--- src/rtl/mul_unit_pkg.sv ---
// Shared definitions for the iterative multiplier.
// Holds default widths, the iteration-count helpers and the control state encoding.
package mul_unit_pkg;

    localparam int unsigned REG_ADDRESS_SIZE_DEF = 5;
    localparam int unsigned REG_SIZE_DEF         = 32;
    localparam int unsigned STEP_BITS_DEF        = 2;

    // Number of shift-add iterations for a given operand width and radix.
    function automatic int unsigned iter_count(input int unsigned reg_size,
                                               input int unsigned step_bits);
        return reg_size / step_bits;
    endfunction

    // Counter width able to hold 0..iters-1 (at least one bit).
    function automatic int unsigned cnt_width(input int unsigned iters);
        return (iters > 1) ? $clog2(iters) : 1;
    endfunction

    localparam int unsigned N_ITER = iter_count(REG_SIZE_DEF, STEP_BITS_DEF);
    localparam int unsigned CNT_W  = cnt_width(N_ITER);

    typedef enum logic [1:0] {
        IDLE = 2'd0,
        BUSY = 2'd1,
        DONE = 2'd2
    } state_t;

endpackage

--- src/rtl/mul_unit_step.sv ---
// Combinational partial-product adder for one multiplier digit.
// Ports:
//   acc        current accumulator
//   mcand      multiplicand, already shifted to this digit's weight
//   digit      STEP_BITS-wide slice of the multiplier
//   acc_next_c acc + mcand * digit, truncated to REG_SIZE
module mul_unit_step #(
    parameter int unsigned REG_SIZE  = 32,
    parameter int unsigned STEP_BITS = 2
) (
    input  logic [REG_SIZE-1:0]  acc,
    input  logic [REG_SIZE-1:0]  mcand,
    input  logic [STEP_BITS-1:0] digit,
    output logic [REG_SIZE-1:0]  acc_next_c
);

    // Sum the shifted multiplicand once per set digit bit.
    always_comb begin
        acc_next_c = acc;
        for (int unsigned i = 0; i < STEP_BITS; i++) begin
            if (digit[i]) begin
                acc_next_c = acc_next_c + (mcand << i);
            end
        end
    end

endmodule

--- src/rtl/mul_unit.sv ---
// Iterative shift-add multiplier stage between decode and register write-back.
// Ports:
//   clk, reset     clock; asynchronous active-high reset
//   MUL_valid      decode issues a multiply (sampled only when idle)
//   MUL_operand1   multiplicand
//   MUL_operand2   multiplier
//   MUL_dest       destination register
//   MUL_w          instruction writes a register
//   MUL_wb_grant   write-back port accepts the result
//   MUL_stall      unit busy or holding an unwritten result
//   MUL_result     low REG_SIZE bits of the product
//   MUL_Wat        write-back register address
//   MUL_We         write-back request
module mul_unit
    import mul_unit_pkg::*;
#(
    parameter int unsigned REG_ADDRESS_SIZE = REG_ADDRESS_SIZE_DEF,
    parameter int unsigned REG_SIZE         = REG_SIZE_DEF,
    parameter int unsigned STEP_BITS        = STEP_BITS_DEF
) (
    input  logic                        clk,
    input  logic                        reset,
    input  logic                        MUL_valid,
    input  logic [REG_SIZE-1:0]         MUL_operand1,
    input  logic [REG_SIZE-1:0]         MUL_operand2,
    input  logic [REG_ADDRESS_SIZE-1:0] MUL_dest,
    input  logic                        MUL_w,
    input  logic                        MUL_wb_grant,
    output logic                        MUL_stall,
    output logic [REG_SIZE-1:0]         MUL_result,
    output logic [REG_ADDRESS_SIZE-1:0] MUL_Wat,
    output logic                        MUL_We
);

    localparam int unsigned ITERS = iter_count(REG_SIZE, STEP_BITS);
    localparam int unsigned CW    = cnt_width(ITERS);

    state_t                      state, state_n;
    logic [REG_SIZE-1:0]         acc, acc_n;
    logic [REG_SIZE-1:0]         mcand, mcand_n;
    logic [REG_SIZE-1:0]         mplier, mplier_n;
    logic [CW-1:0]               count, count_n;
    logic [REG_ADDRESS_SIZE-1:0] dest, dest_n;
    logic                        w, w_n;
    logic                        stall_q, stall_n;
    logic                        we_q, we_n;
    logic [REG_SIZE-1:0]         step_acc_c;

    mul_unit_step #(
        .REG_SIZE  (REG_SIZE),
        .STEP_BITS (STEP_BITS)
    ) u_step (
        .acc        (acc),
        .mcand      (mcand),
        .digit      (mplier[STEP_BITS-1:0]),
        .acc_next_c (step_acc_c)
    );

    // State and datapath registers.
    always_ff @(posedge clk or posedge reset) begin
        if (reset) begin
            state   <= IDLE;
            acc     <= '0;
            mcand   <= '0;
            mplier  <= '0;
            count   <= '0;
            dest    <= '0;
            w       <= 1'b0;
            stall_q <= 1'b0;
            we_q    <= 1'b0;
        end else begin
            state   <= state_n;
            acc     <= acc_n;
            mcand   <= mcand_n;
            mplier  <= mplier_n;
            count   <= count_n;
            dest    <= dest_n;
            w       <= w_n;
            stall_q <= stall_n;
            we_q    <= we_n;
        end
    end

    // Next-state, datapath update and registered-output precompute.
    always_comb begin
        state_n  = state;
        acc_n    = acc;
        mcand_n  = mcand;
        mplier_n = mplier;
        count_n  = count;
        dest_n   = dest;
        w_n      = w;

        case (state)
            IDLE: begin
                if (MUL_valid) begin
                    acc_n    = '0;
                    mcand_n  = MUL_operand1;
                    mplier_n = MUL_operand2;
                    count_n  = '0;
                    dest_n   = MUL_dest;
                    w_n      = MUL_w;
                    state_n  = BUSY;
                end
            end
            BUSY: begin
                acc_n    = step_acc_c;
                mcand_n  = mcand << STEP_BITS;
                mplier_n = mplier >> STEP_BITS;
                count_n  = count + CW'(1);
                if (count == CW'(ITERS - 1)) begin
                    state_n = DONE;
                end
            end
            DONE: begin
                // Ops that do not write retire after a single DONE cycle.
                if (MUL_wb_grant || !w) begin
                    state_n = IDLE;
                end
            end
            default: begin
                state_n = IDLE;
            end
        endcase

        // Outputs are registered copies of what the next state implies.
        stall_n = (state_n != IDLE);
        we_n    = (state_n == DONE) && w_n;
    end

    assign MUL_stall  = stall_q;
    assign MUL_We     = we_q;
    assign MUL_result = acc;
    assign MUL_Wat    = dest;

endmodule

--- config.mk ---
export PLATFORM = sky130hd
export DESIGN_NAME = mul_unit
export DESIGN_NICKNAME = d
export VERILOG_FILES = /design/src/rtl/mul_unit_pkg.sv /design/src/rtl/mul_unit_step.sv /design/src/rtl/mul_unit.sv
export SDC_FILE = /design/constraint.sdc
export NUM_CORES = 1
export LEC_CHECK = 0
export CORE_ASPECT_RATIO = 0.9
export CORE_MARGIN = 10
export CORE_UTILIZATION = 35
export CTS_BUF_LIST = sky130_fd_sc_hd__clkbuf_8
export CTS_CLUSTER_SIZE = 24
export DETAILED_ROUTE_END_ITERATION = 16
export PLACE_DENSITY = 0.64
export SLEW_MARGIN = 15
export SYNTH_ARGS = -nofsm -noshare
export SYNTH_HDL_FRONTEND = slang
export SYNTH_SLANG_ARGS = --single-unit
export TNS_END_PERCENT = 10
--- constraint.sdc ---
create_clock -name clk -period 10.87 [get_ports clk]
set_input_delay 1.6305 -clock clk [delete_from_list [all_inputs] [get_ports clk]]
set_output_delay 1.6305 -clock clk [all_outputs]
set_load 0.01 [all_outputs]
==> key figures <==
Outcome
  – Status: finished, final reports clean

Cells and area
  – Filler instances: 2323
  – Most frequent cells in the layout: 112 x clkdlybuf4s50_1, 108 x dfrtp_1, 104 x o21ai_0, 103 x nand2_1, 92 x a21oi_1
  – Fraction of layout cells with a size suffix above 1: 0.0671
  – Design Area, Final: 0.0101 sq mm
  – Commonest non-fill, non-tap cell in the layout: clkdlybuf4s50_1
  – Final core utilization: 0.427
  – # nets final: 1208
  – Area delta synth->final: 19.5%

STA
  – Hold_ws: 0.494 ns
  – Tcrit/Tclk final: 0.501
  – Setup TNS: 0 ns
  – Max Fclk: 184 MHz
  – RSZ-0062 raised after global routing: false
  – Clock skew: 0.0224 ns
  – Final Setup Violations: 0
  – Worst slew pin tran: 1.03 ns
  – Slew margin rel.: 0.311
  – Final min period: 5.45 ns
  – Pins Over Slew Limit: 0
  – Final Hold Viols: 0

Critical path
  – Required @ worst endpoint: 11.21 ns
  – Crit path buffers/inverters: 1
  – RR Startpoint: mcand[0]$_DFFE_PP0P_
  – Worst Setup SP: mcand[0]$_DFFE_PP0P_
  – Worst path slowest cell: dfrtp_1
  – Crit path arrival time: 5.79 ns
  – Critical path class: reg2reg
  – Worst reg2reg setup slack: 5.42 ns
  – Startpoint Class: register
  – Worst path depth: 23
  – CP max stage delay: 0.43 ns
  – Critical Path Sink: MUL_result[31]$_DFFE_PP0P_
  – Worst Setup End Kind: register
  – Worst R2R End: MUL_result[31]$_DFFE_PP0P_
  – Critical path cell sequence: ha_1 -> inv_1 -> fa_1 -> nor2b_1 -> o21ai_1 -> a21boi_0 -> o21a_1 -> o21ai_0 -> and3_1 -> nor2_1 -> xor2_1 -> mux2_2 -> ha_1 -> and3_1 -> nand3_1 -> o211ai_1 -> a31o_2 -> a211oi_1 -> nor3_1 -> o31ai_1 -> xor2_1 -> a21oi_1 -> o22ai_1
  – CP max FO: 6
  – Worst R2R Path Depth: 23
  – CP delay by family, top: compound AO/OA/AOI/OAI gates

Clock network
  – Hold buffer count at CTS: 0
  – Inserted Clock Buffers: 9
  – Root Buffer Master: clkbuf_8
  – CTS sink count: 110
  – H-Tree Depth: 3
  – Clk_lat worst skew: 0.42 ns
  – Post-CTS sizing: 0
  – Max Root-Sink Buffers: 2
  – CTS tree: built
  – Reg clk slew, reported paths: 0.13 ns
  – Post-CTS Setup Bufs: 0

Drt
  – WL/cell: 19.7 um
  – Final WL: 27.1 mm
  – ANT nets after route: 0
  – Via/cell ratio: 5.72
  – DRC: 0
  – Detailed Route Iter0 Violations: 718
  – Initial DRT Pass Iterations: 6
  – Vias: 7874

Floorplanning
  – Total die area: 0.0307 sq mm
  – Area of the core: 0.0235 sq mm
  – I/O pins: 113
  – Row count: 53
  – Die X: 184 um
  – Die height: 167 um
  – Initial Util: 0.358

Synthesis
  – Post-synth top flop: dfrtp_1
  – Number of synthesized flops with an enable pin: 0
  – Sequential share of the synthesized area: 0.327
  – Mean area per synthesized cell: 8.53 sq um
  – Syn Inst Count: 987
  – Async S/R FF share, synth: 1.00
  – Unique masters post-synth: 59
  – YS warnings: 0
  – Post-synthesis net count: 1127
  – Mapped Area: 0.00842 sq mm
  – Flops & latches, synth: 110

GRT
  – Global-route total usage across every layer: 0.173
  – Grt total ovfl: 0
  – Initial antenna violation count: 1
  – Number of global-route vias before repair: 7816
  – First-pass GRT wire length: 43.4 mm
  – Pin count of the biggest net entering global routing: 72

Placement
  – Placed cell area: 0.00983 sq mm
  – Number of port buffers: 112
  – Gpl congestion: 0.922
  – Post-DP HPWL: 19.1 mm

Min path
  – WHS Path Cells: 2
  – Hold Crit Class: reg2reg

Flow run
  – Max cap viols: 0

Power
  – Worst VDD drop: 0.0000948 V
  – Final Power: 3060 uW
  – PD cells: 305 mW/mm^2
  – Leak: 0.00435 uW
==> cell usage after synthesis (all sizes together) (6+ instances only) <==
cell type	count	share of area
nand2b	11	0.0082
o21ai	107	0.064
and3	8	0.0059
a22o	11	0.011
nand4	7	0.0052
or3	9	0.0073
a221o	8	0.0095
nor3	9	0.0053
a211oi	7	0.0062
o21bai	6	0.0053
nor2b	44	0.033
o31ai	7	0.0062
xor2	24	0.025
a21oi	95	0.058
nand2	103	0.046
nand3	13	0.0077
nor2	41	0.018
mux2i	7	0.0083
o211ai	14	0.012
xnor2	22	0.023
a31oi	12	0.0089
clkbuf	48	0.021
a21o	25	0.022
a22oi	62	0.056
mux2	24	0.033
and2	7	0.0052
inv	24	0.011
o21a	9	0.0080
ha	64	0.095
dfrtp	110	0.33
==> where the power goes <==
group / total (uW) / switching, uW / leakage, uW / internal, uW
combinational: 2040 / 1150 / 0.00281 / 885
sequential: 740 / 166 / 0.00142 / 573
clock: 287 / 173 / 0.000114 / 115
==> worst reg2reg max path, delay by kind of cell (launching register included) <==
kind	cells	cell delay [ns]
compound gates	10	2.08
flops	1	0.43
simple gates	6	1.24
fa+ha+maj	3	0.94
mux	1	0.29
buf+inv	1	0.06
xor+xnor	2	0.33
==> cells by family after synthesis <==
logic type               Yosys count  share of synthesized area
multiplexers                      31                     0.0409
XOR/XNOR                          46                     0.0478
AND/OR/NAND/NOR                  267                      0.155
flip-flops                       110                      0.327
AO/OA/AOI/OAI                    388                      0.294
buffers and inverters             79                     0.0352
adder cells (fa/ha/maj)           66                     0.0998
==> flip-flops by register name (all words and copies together), names as in the netlist <==
register,cells
mcand,32
MUL_We,1
w,1
MUL_result,32
mplier,32
count,4
MUL_stall,1
MUL_Wat,5
state,2
==> layer usage <==
layer | GRT usage | part of all wire
met1 | 0.238 | 0.46
met5 | 0 | 0
met4 | 0.0324 | 0.0079
met3 | 0.0474 | 0.084
met2 | 0.267 | 0.45
==> metrics by stage <==
stage | std cells | setup slack [ns]
floorplan | 987 | 6.09
global placement | 1359 | 5.65
detailed placement | 1359 | 5.52
CTS | 1375 | 5.44
global route | 1375 | 5.03
finish | 1376 | 5.42
==> final cells by class <==
type / instances / area (sq um) / share of cell area
Multi-Input combinational cell: 798 / 5400 / 0.536
Sequential cell: 110 / 2760 / 0.274
Timing Repair Buffer: 123 / 1200 / 0.120
Tap cell: 302 / 378 / 0.0375
Clock buffer: 9 / 124 / 0.0123
Clock inverter: 7 / 104 / 0.0103
Inverter: 26 / 100 / 0.00995
Antenna cell: 1 / 2.50 / 0.000249
==> how the worst min path moves through the flow <==
stage / start / endpoint / slack [ns]
floorplan: count[3]$_DFFE_PP0P_ / count[3]$_DFFE_PP0P_ / 0.45
global placement: mplier[6]$_DFFE_PP0P_ / mplier[6]$_DFFE_PP0P_ / 0.46
detailed placement: mplier[7]$_DFFE_PP0P_ / mplier[7]$_DFFE_PP0P_ / 0.47
CTS: mplier[7]$_DFFE_PP0P_ / mplier[7]$_DFFE_PP0P_ / 0.50
global route: count[3]$_DFFE_PP0P_ / count[3]$_DFFE_PP0P_ / 0.52
finish: mplier[5]$_DFFE_PP0P_ / mplier[5]$_DFFE_PP0P_ / 0.49
Note: power is estimated with default switching activity, not from simulation.
